[src/rtl/pwm_multi.sv]
// pwm_multi: multi-channel PWM generator with double-buffered settings.
//
// A shared counter runs in edge-aligned (0..P, period P+1) or center-aligned
// (0..P..1, period 2P) mode. Each channel drives its output high while the
// counter is below that channel's duty value. New period/duty/mode values are
// captured into a staging set on `load` and moved to the active set only at a
// period boundary, so a running period is never disturbed.
//
// Parameters:
//   N  - counter / period / duty width in bits (N >= 2)
//   CH - number of PWM channels (CH >= 1)
//
// Ports:
//   clk          - clock, rising edge
//   clr          - synchronous active-high reset, highest priority
//   en           - counter run enable; low holds counter at 0, outputs low
//   load         - one-cycle strobe capturing period/duty/mode into staging
//   mode         - 0 = edge-aligned, 1 = center-aligned
//   period       - period value P
//   duty         - per-channel duty, channel i in bits [i*N +: N]
//   pwm          - registered PWM outputs
//   period_end   - one-cycle pulse in the cycle after each period boundary
//   load_pending - staged values waiting for the next boundary
module pwm_multi #(
  parameter int unsigned N  = 8,
  parameter int unsigned CH = 4
) (
  input  logic            clk,
  input  logic            clr,
  input  logic            en,
  input  logic            load,
  input  logic            mode,
  input  logic [N-1:0]    period,
  input  logic [CH*N-1:0] duty,
  output logic [CH-1:0]   pwm,
  output logic            period_end,
  output logic            load_pending
);

  typedef enum logic {
    DIR_UP   = 1'b0,
    DIR_DOWN = 1'b1
  } dir_e;

  typedef enum logic {
    MODE_EDGE   = 1'b0,
    MODE_CENTER = 1'b1
  } mode_e;

  localparam logic [N-1:0] ONE = {{(N-1){1'b0}}, 1'b1};

  // Counter state
  logic [N-1:0]    cnt_q, cnt_d;
  dir_e            dir_q, dir_d;

  // Staging register set
  logic [N-1:0]    stg_period_q, stg_period_d;
  logic [CH*N-1:0] stg_duty_q, stg_duty_d;
  mode_e           stg_mode_q, stg_mode_d;

  // Active register set (the only one used for counting and comparison)
  logic [N-1:0]    act_period_q, act_period_d;
  logic [CH*N-1:0] act_duty_q, act_duty_d;
  mode_e           act_mode_q, act_mode_d;

  logic            pend_q, pend_d;
  logic [CH-1:0]   pwm_q, pwm_d;
  logic            pe_q, pe_d;

  logic            boundary;

  // Boundary = the counter returns to 0 on the next edge.
  // Center mode with P=1 has no down-count steps, so its boundary is at the
  // top while still counting up.
  always_comb begin
    boundary = 1'b0;
    if (act_period_q == '0) begin
      boundary = 1'b1;
    end else if (act_mode_q == MODE_EDGE) begin
      boundary = (cnt_q >= act_period_q);
    end else if (dir_q == DIR_DOWN) begin
      boundary = (cnt_q <= ONE);
    end else begin
      boundary = (act_period_q == ONE) && (cnt_q >= ONE);
    end
  end

  // Counter next state
  always_comb begin
    cnt_d = cnt_q;
    dir_d = dir_q;
    if (!en || boundary) begin
      cnt_d = '0;
      dir_d = DIR_UP;
    end else if (act_mode_q == MODE_EDGE) begin
      cnt_d = cnt_q + ONE;
    end else if (dir_q == DIR_UP) begin
      if (cnt_q >= act_period_q) begin
        cnt_d = cnt_q - ONE;
        dir_d = DIR_DOWN;
      end else begin
        cnt_d = cnt_q + ONE;
      end
    end else begin
      cnt_d = cnt_q - ONE;
    end
  end

  // Register-set transfer. When load and a pending transfer coincide at a
  // boundary, active takes the old staging contents (read from _q) while
  // staging takes the new inputs, leaving load_pending set.
  always_comb begin
    stg_period_d = stg_period_q;
    stg_duty_d   = stg_duty_q;
    stg_mode_d   = stg_mode_q;
    act_period_d = act_period_q;
    act_duty_d   = act_duty_q;
    act_mode_d   = act_mode_q;
    pend_d       = pend_q;
    if (!en) begin
      pend_d = 1'b0;
      if (load) begin
        stg_period_d = period;
        stg_duty_d   = duty;
        stg_mode_d   = mode_e'(mode);
        act_period_d = period;
        act_duty_d   = duty;
        act_mode_d   = mode_e'(mode);
      end
    end else begin
      if (boundary && pend_q) begin
        act_period_d = stg_period_q;
        act_duty_d   = stg_duty_q;
        act_mode_d   = stg_mode_q;
        pend_d       = 1'b0;
      end
      if (load) begin
        stg_period_d = period;
        stg_duty_d   = duty;
        stg_mode_d   = mode_e'(mode);
        pend_d       = 1'b1;
      end
    end
  end

  // Compare stage: outputs lag the counter by one cycle.
  always_comb begin
    pwm_d = '0;
    for (int unsigned i = 0; i < CH; i++) begin
      pwm_d[i] = en && (cnt_q < act_duty_q[i*N +: N]);
    end
    pe_d = en && boundary;
  end

  always_ff @(posedge clk) begin
    if (clr) begin
      cnt_q        <= '0;
      dir_q        <= DIR_UP;
      stg_period_q <= '0;
      stg_duty_q   <= '0;
      stg_mode_q   <= MODE_EDGE;
      act_period_q <= '0;
      act_duty_q   <= '0;
      act_mode_q   <= MODE_EDGE;
      pend_q       <= 1'b0;
      pwm_q        <= '0;
      pe_q         <= 1'b0;
    end else begin
      cnt_q        <= cnt_d;
      dir_q        <= dir_d;
      stg_period_q <= stg_period_d;
      stg_duty_q   <= stg_duty_d;
      stg_mode_q   <= stg_mode_d;
      act_period_q <= act_period_d;
      act_duty_q   <= act_duty_d;
      act_mode_q   <= act_mode_d;
      pend_q       <= pend_d;
      pwm_q        <= pwm_d;
      pe_q         <= pe_d;
    end
  end

  assign pwm          = pwm_q;
  assign period_end   = pe_q;
  assign load_pending = pend_q;

endmodule
[config.mk]
export PLATFORM = sky130hd
export DESIGN_NAME = pwm_multi
export DESIGN_NICKNAME = d
export VERILOG_FILES = /design/src/rtl/pwm_multi.sv
export SDC_FILE = /design/constraint.sdc
export NUM_CORES = 1
export LEC_CHECK = 0
export CORE_UTILIZATION = 45
export CTS_CLUSTER_DIAMETER = 40
export DETAILED_ROUTE_END_ITERATION = 10
export GPL_TIMING_DRIVEN = 0
export PLACE_DENSITY = 0.65
export RECOVER_POWER = 25
export SETUP_SLACK_MARGIN = 0.4
export SYNTH_ARGS = -nofsm -noshare
export SYNTH_HDL_FRONTEND = slang
export SYNTH_SLANG_ARGS = --single-unit
export TNS_END_PERCENT = 10
[constraint.sdc]
create_clock -name clk -period 3.6 [get_ports clk]
set_input_delay 0.9 -clock clk [delete_from_list [all_inputs] [get_ports clk]]
set_output_delay 0.9 -clock clk [all_outputs]
set_load 0.01 [all_outputs]
==> impl_metrics.env <==
export IMPL_drv_cap=0
export IMPL_hold_buffers=0
export IMPL_dr_max_layer_used="met4"
export IMPL_ant_nets=0
export IMPL_numCtsBuffers=9
export IMPL_crit_fanout=9
export IMPL_cts_root_buf="clkbuf_16"
export IMPL_die_w_um=109
export IMPL_slew_headroom_pct=34.8
export IMPL_clock_latency_ns=0.34
export IMPL_path_common_cell="mux2i_1"
export IMPL_synth_fp_nets=608
export IMPL_grt_antenna_before_repair=0
export IMPL_crit_type="reg -> reg"
export IMPL_fin_area_mm2=0.00609
export IMPL_grt_pass1_wl_um=18700
export IMPL_synth_enable_flop_cells=0
export IMPL_io_buffers=48
export IMPL_fin_skew_ns=0.00744
export IMPL_initial_utilization_pct=46.9
export IMPL_final_common_cell="dfxtp_1"
export IMPL_dpl_cell_area_mm2=0.00581
export IMPL_status="finished clean"
export IMPL_crit_buf_inv=2
export IMPL_worst_ep_required_time_ns=3.87
export IMPL_tightest_slew_ns=0.962
export IMPL_vias_per_cell=5.31
export IMPL_yosysWarnings=0
export IMPL_cp_data_arrival_time_ns=3.35
export IMPL_drc=0
export IMPL_totalWireLength_um=11000
export IMPL_synthFlopType="dfxtp_1"
export IMPL_synthArstFlopShare_pct=0
export IMPL_cp_slowest_cell="o311ai_1"
export IMPL_syn_area_mm2=0.00515
export IMPL_crit_family="compound AO/OA/AOI/OAI gates"
export IMPL_worst_setup_path_end_kind="flop"
export IMPL_post_route_util_pct=55.4
export IMPL_grt_max_degree=17
export IMPL_fmax_ghz=0.324
export IMPL_startpoint_type="flop"
export IMPL_drt_iter0_markers=139
export IMPL_cts_tree="yes"
export IMPL_setup_viol=0
export IMPL_hold_path_class="reg -> reg"
export IMPL_grt_pass1_vias=3992
export IMPL_p_per_area_mw_per_mm2=493
export IMPL_wl_met2_um=5330
export IMPL_gr_total_overflow=0
export IMPL_fin_crit_ns=3.08
export IMPL_met3WireLength_um=325
export IMPL_num_fill_cells=994
export IMPL_coreArea_mm2=0.0110
export IMPL_final_nets=667
export IMPL_chipHeight_um=109
export IMPL_ir_worst_vdd_mv=0.284
export IMPL_wl_met1_um=5170
export IMPL_slew_violations=0
export IMPL_cts_setup_buffers=0
export IMPL_rsz0062_at_grt="true"
export IMPL_drive_gt1_share_pct=12.6
export IMPL_synthCells=524
export IMPL_fin_crit_sh_pct=85.6
export IMPL_wl_per_cell_um=15.1
export IMPL_clockBufferDepth=2
export IMPL_diodes=0
export IMPL_setup_tns_ns=0
export IMPL_p_leak_nw=2.52
export IMPL_hold_viol_final=0
export IMPL_cts_sinks=97
export IMPL_ios=51
export IMPL_globalRouteTotalUtil_pct=20.5
export IMPL_place_congestion=0.824
export IMPL_crit_path_cell_trace="clkbuf_2 > inv_1 > ha_1 > nand2b_1 > a2111oi_2 > o311ai_1 > and2_0 > mux2i_1 > mux2i_1"
export IMPL_synth_seq_cells=97
export IMPL_seq_area_frac_synth_pct=37.7
export IMPL_row_count=38
export IMPL_drt_pass1_iterations=4
export IMPL_yosysUniqueCellTypes=45
export IMPL_clkSlewWorstSetupHoldPaths_ns=0.07
export IMPL_dp_hpwl_um=8000
export IMPL_areaGrowthSynthToFinish_pct=18.2
export IMPL_dieArea_mm2=0.0119
export IMPL_slowest_delay_ns=0.84
export IMPL_mostFrequentLayoutCells="dfxtp_1, nor2_1, mux2i_1"
export IMPL_num_vias=3865
export IMPL_htree_levels=3
export IMPL_syn_avg_cell_area_um2=9.83
-- report_power, final --
group	internal, mW	switching (mW)	total [mW]
registers	1.19	0.0743	1.27
clock network	0.493	0.421	0.914
logic	0.384	0.438	0.823
total	2.07	0.934	3.00
-- final cells by class --
cell class | count | area [um2] | share of cell area (%)
Tap cell | 140 | 175 | 2.88
Buffer | 30 | 150 | 2.47
Timing Repair Buffer | 48 | 480 | 7.89
Sequential cell | 97 | 1940 | 31.9
Multi-Input combinational cell | 358 | 2910 | 47.8
Inverter | 39 | 146 | 2.40
Clock inverter | 5 | 40.0 | 0.657
Clock buffer | 11 | 243 | 3.99
-- synthesized netlist by cell type (all sizes together) (3+ instances only) --
master / count / area [um2]
or4: 6 / 48.8
clkbuf: 20 / 75.1
nor2: 92 / 345
or3: 3 / 18.8
a21o: 8 / 60.1
nor4: 4 / 25.0
buf: 10 / 73.8
nand2: 3 / 11.3
o21a: 5 / 37.5
mux2i: 87 / 871
ha: 39 / 488
dfxtp: 97 / 1940
inv: 39 / 146
a211oi: 46 / 551
nand2b: 8 / 57.6
nand3: 5 / 25.0
o311ai: 5 / 43.8
nor3: 9 / 45.0
o21ai: 8 / 40.0
a21oi: 8 / 43.8
-- through the flow --
stage                     instances  hold slack, ns  power [mW]  worst slack [ns]
after floorplan                 524           0.460        1.89             0.994
after global placement          712           0.472        2.09             0.455
after detailed placement        712           0.481        2.12             0.336
after CTS                       728           0.499        3.04             0.565
after global routing            728           0.519        3.18             0.340
final                           728           0.494        3.00             0.518
-- cell families after synthesis --
kind of cell	after synthesis	synth area share [%]
adder cells (fa/ha/maj)	39	9.48
multiplexers	87	16.9
AO/OA/AOI/OAI	88	16.8
AND/OR/NAND/NOR	143	13.2
XOR/XNOR	1	0.170
buffers and inverters	69	5.73
flip-flops	97	37.7
-- metal layers --
layer | up-vias | track usage [%]
met4 | 0 | 7.92
met5 | - | 0
met1 | 1815 | 25.7
li1 | 1983 | -
met3 | 13 | 3.77
met2 | 54 | 34.6
-- final timing paths --
kind	from	slack, ns	end	cells after the start
worst min-delay path	stg_duty_q[15]	0.49	stg_duty_q[15]	2
worst min register to register	stg_duty_q[15]	0.49	stg_duty_q[15]	2
worst max register to register	cnt_q[0]	0.52	cnt_q[4]	9
worst max-delay path	cnt_q[0]	0.52	cnt_q[4]	9
-- registers in the layout, summed over array words and instances (netlist names) --
| name | flops |
|---|---|
| period_end | 1 |
| stg_period_q | 8 |
| stg_mode_q | 1 |
| dir_q | 1 |
| load_pending | 1 |
| cnt_q | 8 |
| act_duty_q | 32 |
| act_mode_q | 1 |
| act_period_q | 8 |
| pwm | 4 |
| stg_duty_q | 32 |
-- repair_timing --
action / in CTS / in global routing
resized for setup: 1 / 0
setup endpoints to repair: 41 / 29
pin swaps: 0 / 0
-- worst register-to-register path: cells and delay by family, from the launching register on --
family | cells | cell delay (ns)
multiplexers | 2 | 0.51
AND/OR/NAND/NOR | 2 | 0.50
buffers and inverters | 2 | 0.39
AO/OA/AOI/OAI | 2 | 0.94
flip-flops | 1 | 0.36
adder cells (fa/ha/maj) | 1 | 0.31
Power figures use the tool's default switching activity.
